### src/rtl/vga_scanout.sv
// VGA 640x480@60 scanout: timing generator, framebuffer read port driver and RGB332 pin unpacking.
// Each 8-bit framebuffer byte fills a (1<<SCALE_SHIFT)-square pixel block.
module vga_scanout #(
  parameter int CLK_DIV     = 2,
  parameter int SCALE_SHIFT = 2,
  parameter int ADDR_WIDTH  = 16,
  parameter int DATA_WIDTH  = 8,
  parameter int H_ACTIVE    = 640,
  parameter int H_FP        = 16,
  parameter int H_SYNC      = 96,
  parameter int H_BP        = 48,
  parameter int V_ACTIVE    = 480,
  parameter int V_FP        = 10,
  parameter int V_SYNC      = 2,
  parameter int V_BP        = 33
) (
  input  logic                  clk,
  input  logic                  rst,
  output logic [ADDR_WIDTH-1:0] fb_addr,
  input  logic [DATA_WIDTH-1:0] fb_data,
  output logic [2:0]            vga_r,
  output logic [2:0]            vga_g,
  output logic [1:0]            vga_b,
  output logic                  vga_hsync,
  output logic                  vga_vsync,
  output logic                  vga_blank_n,
  output logic                  vblank,
  output logic                  frame_start
);

  localparam int H_TOTAL = H_ACTIVE + H_FP + H_SYNC + H_BP;
  localparam int V_TOTAL = V_ACTIVE + V_FP + V_SYNC + V_BP;
  localparam int HW      = $clog2(H_TOTAL);
  localparam int VW      = $clog2(V_TOTAL);
  localparam int DW      = (CLK_DIV > 1) ? $clog2(CLK_DIV) : 1;

  localparam logic [DW-1:0]         DIV_LAST = DW'(CLK_DIV - 1);
  localparam logic [HW-1:0]         H_LAST   = HW'(H_TOTAL - 1);
  localparam logic [HW-1:0]         H_ACT    = HW'(H_ACTIVE);
  localparam logic [HW-1:0]         HS_BEG   = HW'(H_ACTIVE + H_FP);
  localparam logic [HW-1:0]         HS_END   = HW'(H_ACTIVE + H_FP + H_SYNC);
  localparam logic [VW-1:0]         V_LAST   = VW'(V_TOTAL - 1);
  localparam logic [VW-1:0]         V_ACT    = VW'(V_ACTIVE);
  localparam logic [VW-1:0]         VS_BEG   = VW'(V_ACTIVE + V_FP);
  localparam logic [VW-1:0]         VS_END   = VW'(V_ACTIVE + V_FP + V_SYNC);
  localparam logic [ADDR_WIDTH-1:0] FB_W     = ADDR_WIDTH'(H_ACTIVE >> SCALE_SHIFT);

  // Blanked pixels are forced black whatever the memory returns.
  function automatic logic [7:0] rgb332_gate(input logic en, input logic [DATA_WIDTH-1:0] d);
    rgb332_gate = en ? d[7:0] : 8'd0;
  endfunction

  logic [DW-1:0]         div_cnt;
  logic                  tick;
  logic [HW-1:0]         h;
  logic [VW-1:0]         v;
  logic [VW-1:0]         v_next;
  logic                  row_edge;
  logic [ADDR_WIDTH-1:0] row_base;
  logic [ADDR_WIDTH-1:0] addr;
  logic                  active;
  logic                  hs_n;
  logic                  vs_n;
  logic                  active_p1;
  logic                  hs_p1;
  logic                  vs_p1;
  logic [7:0]            rgb_p2;

  assign tick = (div_cnt == DIV_LAST);

  always_ff @(posedge clk or posedge rst) begin
    if (rst)       div_cnt <= '0;
    else if (tick) div_cnt <= '0;
    else           div_cnt <= div_cnt + 1'b1;
  end

  // row_base tracks (v >> SCALE_SHIFT) * FB_W incrementally, so no multiplier is needed.
  always_comb begin
    v_next   = (v == V_LAST) ? '0 : v + 1'b1;
    row_edge = (v_next < V_ACT) && (((v_next >> SCALE_SHIFT) << SCALE_SHIFT) == v_next);
  end

  // Stage 0: pixel/line counters, address base and undelayed vblank
  always_ff @(posedge clk or posedge rst) begin
    if (rst) begin
      h        <= '0;
      v        <= '0;
      row_base <= '0;
      vblank   <= 1'b0;
    end else if (tick) begin
      if (h == H_LAST) begin
        h      <= '0;
        v      <= v_next;
        vblank <= (v_next >= V_ACT);
        if (v == V_LAST)  row_base <= '0;
        else if (row_edge) row_base <= row_base + FB_W;
      end else begin
        h <= h + 1'b1;
      end
    end
  end

  always_ff @(posedge clk or posedge rst) begin
    if (rst) frame_start <= 1'b0;
    else     frame_start <= tick && (h == H_LAST) && (v == V_LAST);
  end

  always_comb begin
    active = (h < H_ACT) && (v < V_ACT);
    hs_n   = !((h >= HS_BEG) && (h < HS_END));
    vs_n   = !((v >= VS_BEG) && (v < VS_END));
    addr   = row_base + ADDR_WIDTH'(h >> SCALE_SHIFT);
  end

  // Stage 1: issue the memory read; sync/active follow so they stay aligned with the data
  always_ff @(posedge clk or posedge rst) begin
    if (rst) begin
      fb_addr   <= '0;
      active_p1 <= 1'b0;
      hs_p1     <= 1'b1;
      vs_p1     <= 1'b1;
    end else if (tick) begin
      fb_addr   <= active ? addr : '0;
      active_p1 <= active;
      hs_p1     <= hs_n;
      vs_p1     <= vs_n;
    end
  end

  // Stage 2: memory data has arrived (CLK_DIV >= 2); drive the pins
  always_ff @(posedge clk or posedge rst) begin
    if (rst) begin
      rgb_p2      <= 8'd0;
      vga_hsync   <= 1'b1;
      vga_vsync   <= 1'b1;
      vga_blank_n <= 1'b0;
    end else if (tick) begin
      rgb_p2      <= rgb332_gate(active_p1, fb_data);
      vga_hsync   <= hs_p1;
      vga_vsync   <= vs_p1;
      vga_blank_n <= active_p1;
    end
  end

  assign vga_r = rgb_p2[7:5];
  assign vga_g = rgb_p2[4:2];
  assign vga_b = rgb_p2[1:0];

endmodule

### config.mk
export PLATFORM = sky130hd
export DESIGN_NAME = vga_scanout
export DESIGN_NICKNAME = d
export VERILOG_FILES = /design/src/rtl/vga_scanout.sv
export SDC_FILE = /design/constraint.sdc
export NUM_CORES = 1
export LEC_CHECK = 0
export ABC_AREA = 1
export CORE_ASPECT_RATIO = 1.75
export CORE_UTILIZATION = 55
export CTS_CLUSTER_DIAMETER = 60
export DETAILED_ROUTE_END_ITERATION = 8
export DONT_BUFFER_PORTS = 1
export GPL_TIMING_DRIVEN = 0
export PLACE_DENSITY_LB_ADDON = 0.25
export SKIP_LAST_GASP = 1
export SLEW_MARGIN = 30
export SYNTH_ARGS = -nofsm -noshare
export SYNTH_HDL_FRONTEND = slang
export SYNTH_SLANG_ARGS = --single-unit
### constraint.sdc
create_clock -name clk -period 2.3 [get_ports clk]
set_input_delay 0.345 -clock clk [delete_from_list [all_inputs] [get_ports clk]]
set_output_delay 0.345 -clock clk [all_outputs]
set_load 0.05 [all_outputs]
# ---- Word level (Yosys, flattened, before mapping)
# Cells that the tools add are included.
dict set report word_totals {
  register_bits 69
  input_bits 10
  output_inout_bits 29
  wordCells 48
}
dict set report classes {
  add_sub_neg 5
  magnitude_cmp 8
  n_eq_ne 2
  muxes 7
  n_reduce_logical 12
}
# op count
set ops {}
lappend ops {{two-way mux 16 bit} 3}
lappend ops {{less-than comparator 10 x 9 -> 1 bit (second input constant)} 3}
lappend ops {{adder 10 x 1 -> 10 bit (second input constant)} 2}
lappend ops {{equality test 10 bit (second input constant)} 2}
lappend ops {{>= comparator 10 x 9 -> 1 bit (second input constant)} 2}
lappend ops {{less-than comparator 10 bit (second input constant)} 2}
lappend ops {{two-way mux 10 bit} 2}
lappend ops {{adder 16 x 8 -> 16 bit} 1}
lappend ops {{adder 16 x 8 -> 16 bit (second input constant)} 1}
lappend ops {{>= comparator 10 bit (second input constant)} 1}
lappend ops {{two-way mux 8 bit} 1}
lappend ops {{logical AND 1 bit} 6}
lappend ops {{AND reduction 3 bit} 1}
lappend ops {{logical NOT 1 bit} 2}
lappend ops {{logical NOT 2 bit} 1}
lappend ops {{AND reduction 2 bit} 1}
lappend ops {{nonzero test 2 bit} 1}
lappend ops {{adder 1 bit (second input constant)} 1}
lappend ops {{two-way mux 1 bit} 1}

# ---- Logic depth before layout (Yosys ltp)
dict set report logic_depth {
  depth_word 6
  depth_mapped 13
  mapped_depth_nobuf 13
}

# ---- Worst setup path before layout
# Ideal clock, no wire load.
dict set report synth_path {
  kind {register to register}
  startpoint {register v[0]}
  endpoint {register row_base[5]}
  setup_time_ps 122
  t_arrival_ps 1547
  required_time_ps 2178
  path_slack_ps 631
  path_stages_with_launch 13
  n_path_buf 1
  period_less_slack_ps 1669
  path_cell_list {dfrtp_1 > inv_1 > ha_1 > nand2_1 > nor2_2 > nand3_4 > nand2_1 > nand3_2 > nor2_4 > nand2_2 > buf_6 > nand3_2 > o21ai_2}
}
dict set report synth_via {
  elab_chain_cells 6
  elab_cells_between_ends 9
  cone_classes {add/sub (1); order compare (1); eq/ne (1); mux (2); reduce/logical (4)}
}
# item line_no
set synth_rtl {}
lappend synth_rtl {{from (decl)} 56} ;# logic [VW-1:0] v;
lappend synth_rtl {{from (signal assigned)} 93} ;# v <= v_next;
lappend synth_rtl {{adder 10 x 1 -> 10 bit or equality test 10 bit (tied branches)} {79, 95}}
lappend synth_rtl {{two-way mux 10 bit} 79} ;# v_next = (v == V_LAST) ? '0 : v + 1'b1;
lappend synth_rtl {{less-than comparator 10 x 9 -> 1 bit or logical NOT 2 bit (tied branches)} 80} ;# row_edge = (v_next < V_ACT) && (((v_next >> SCALE_SHIFT) << SCALE_SHIFT) == v_next);
lappend synth_rtl {{logical AND 1 bit} 80}
lappend synth_rtl {{nonzero test 2 bit (no line)} --}
lappend synth_rtl {{AND reduction 3 bit (no line)} --}
lappend synth_rtl {{to (signal assigned)} 96} ;# else if (row_edge) row_base <= row_base + FB_W;
lappend synth_rtl {{to (decl)} 59} ;# logic [ADDR_WIDTH-1:0] row_base;
# Several ways; a longest one is shown, not always the timed one.
# A chain may end at the register's enable or synchronous reset.

# ---- Final worst setup path
dict set report layout_path {
  startpoint {register v[1]}
  endpoint {register row_base[6]}
}
# Same word-level chain as after synthesis.

==> results_dict.tcl <==
set metrics [dict create \
    intPower_mw 1.843 \
    drc 0 \
    wl_met3_um 261 \
    post_dp_cell_area_um2 3500 \
    critPathKind "reg -> reg" \
    wirelength_mm 7.006 \
    combPwrFrac 0.016 \
    finalMaxSlewViolations 0 \
    r2r-start "v[1]" \
    routed.top_layer "met4" \
    via_count 2689 \
    vias_per_cell 5.421 \
    io_buffers 0 \
    wire_per_inst_um 14.13 \
    avgSynthCellArea_um2 8.430 \
    numCtsBuffers 9 \
    path_max_fanout 9 \
    num_antenna_cells 0 \
    synth_top_area_cell "dfrtp_1" \
    hold_path_class "in -> reg" \
    arrival_ns 2.13 \
    die_w_um 61.19 \
    antenna_left 0 \
    track_usage 0.2493 \
    ir_drop_mv 0.4010 \
    cts_root_buffer "clkbuf_8" \
    synth_most_common_cell "nand2_1" \
    cellPowerDensity_nw_per_um2 618.1 \
    synth_ff_type "dfrtp_1" \
    p_total_mw 2.313 \
    synth_edf_count 0 \
    yosysUniqueCellTypes 39 \
    cts_setup_buffers 0 \
    dpl_worst_slack_ns 0.4280 \
    stdcell_area_um2 3742 \
    seqPwrFrac 0.503 \
    ys_warn_count 0 \
    grt_overflow 0 \
    die_area_um2 6460 \
    synth.net_count 418 \
    drt-initial-drc-count 148 \
    async_flop_share 1.000 \
    std_cell_rows 37 \
    syn_to_final_growth_pct 10.98 \
    place_hpwl_mm 5.146 \
    drv_cap 0 \
    initial_utilization 0.5735 \
    crit_required_ns 2.54 \
    grt_pass1_vias 2739 \
    p_leak_nw 1.754 \
    ctsResizeCount 0 \
    post-route-period-util 0.8214 \
    finClkSkew_ns 0.006785 \
    fillCellCount 498 \
    yosys-top-cells-area "dfrtp_1, nand2_1, o21ai_0" \
    dr.pass1.iters 4 \
    wl_met2_mm 3.757 \
    antenna_found_initial 0 \
    p_clk_frac 0.481 \
    tightest_slew_ns 0.5128 \
    core-area_um2 5879 \
    clock_latency_ns 0.35 \
    status "finished clean" \
    hold_violations 0 \
    start_kind "flop" \
    die_y_um 105.6 \
    grt_pass1_wl_mm 11.85 \
    finalCriticalPeriod_ns 1.889 \
    r2r_cells 10 \
    setup_viol 0 \
    crit_end "row_base[6]" \
    clk_pin_slew_ns 0.06 \
    r2r_slack_ns 0.41 \
    layout-drive-gt1-share 0.1627 \
    p_sw_frac 0.2032 \
    htree_levels 3 \
    rsz0062_at_grt "no" \
    setup_slack_ns 0.4109 \
    ctsHoldBuffers 1 \
    tritoncts "built" \
    wl_met1_mm 2.815 \
    critPathCaptureType "flop" \
    synthCells 400 \
    clockBufferDepth 2 \
    gp_congestion 0.8900 \
    ys_seq_area_frac 0.4764 \
    cp-startpoint "v[1]" \
    fin_tns_setup_ns 0 \
    relSlewSlack 0.6581 \
    io_pins 39 \
    synth_area_um2 3372 \
    fin_nets 431 \
    synth-seq-cells 64 \
    yosys.area.top_type_share 0.4453 \
    p_sw_uw 470.1 \
    synth.cells.most_frequent "nand2_1, dfrtp_1, inv_1, o21ai_0, nand3_1" \
    fmax_mhz 529.3 \
    grt_max_degree 48 \
    r2r-end "row_base[6]" \
    cts.sinks 64 \
]
critical path, cell delays in order, from the launching register on:
cell	delay (ns)
dfrtp_1	0.42
ha_1	0.25
nand3_1	0.13
o21bai_1	0.14
nand2_1	0.08
nor2_1	0.15
nand3b_2	0.16
nand3_4	0.21
clkinv_1	0.12
nand2_1	0.07
nand2_1	0.05
kinds of logic after synthesis:
family	share of synthesized area
AO/OA/AOI/OAI	0.1098
XOR/XNOR	0.03117
adder cells (fa/ha/maj)	0.02969
buffers and inverters	0.06865
flip-flops	0.4764
AND/OR/NAND/NOR	0.2842
worst min path at each step:
stage                           from           to  slack [ns]  cells past startpoint
after floorplan                vs_p1    vga_vsync        0.45                      2
after global placement         vs_p1    vga_vsync        0.46                      2
after detailed placement         rst  fb_addr[11]        0.18                      1
after CTS                 fb_data[4]    rgb_p2[4]        0.13                      2
after global routing      fb_data[2]    rgb_p2[2]        0.13                      2
final                     fb_data[7]    rgb_p2[7]        0.14                      2
placed cells by master (no fill, tap or decap), types with 3 or more instances in the layout:
cell      instances
a21oi_1          14
buf_2             5
clkbuf_1          8
clkbuf_8         12
dfrtp_1          60
dfstp_2           4
ha_1              8
inv_1            33
inv_2             6
nand2_1         107
nand2_2           3
nand3_1          26
nand3_2          11
nand4_1           8
nor2_1           24
nor2_2            5
nor2_4            3
o21ai_0          30
o21ai_2           8
xor2_1           10
power groups by stage:
stage,registers (mW),clock network (mW),logic [mW]
2_1_floorplan,1.18,0,0.0226
3_3_place_gp,1.18,0,0.0290
3_5_place_dp,1.18,0,0.0365
4_1_cts,1.16,1.14,0.0384
5_1_grt,1.16,1.19,0.0435
6_report,1.16,1.11,0.0363
metal layers:
metal  vias up  GRT usage
met5         -          0
met4         0     0.1299
met3        14    0.06748
met2        59     0.4231
met1      1286     0.2684
li1       1330          -
metrics by stage:
| step | std cells | hold slack [ns] | util |
|---|---|---|---|
| after CTS | 496 | 0.1330 | 0.6365 |
| after detailed placement | 479 | 0.1764 | 0.5952 |
| after global placement | 478 | 0.4574 | 0.5901 |
| after floorplan | 400 | 0.4457 | - |
| after global routing | 496 | 0.1326 | 0.6365 |
| final | 496 | 0.1442 | 0.6365 |
state kept, by name, indices dropped and copies added (netlist names):
register     flops
vs_p1            1
vblank           1
fb_addr         16
vga_hsync        1
vga_vsync        1
hs_p1            1
vga_blank_n      1
row_base        11
div_cnt          1
v               10
active_p1        1
h               10
frame_start      1
rgb_p2           8
layout make-up:
type,count,area (µm²),share of cell area
Tap cell,78,97.59,0.02608
Multi-Input combinational cell,279,1534,0.4099
Timing Repair Buffer,2,37.54,0.01003
Clock inverter,2,60.06,0.01605
Sequential cell,64,1607,0.4293
Clock buffer,14,172.7,0.04614
Inverter,42,160.2,0.04280
Buffer,15,73.82,0.01973
(Power assumes the default switching activity.)
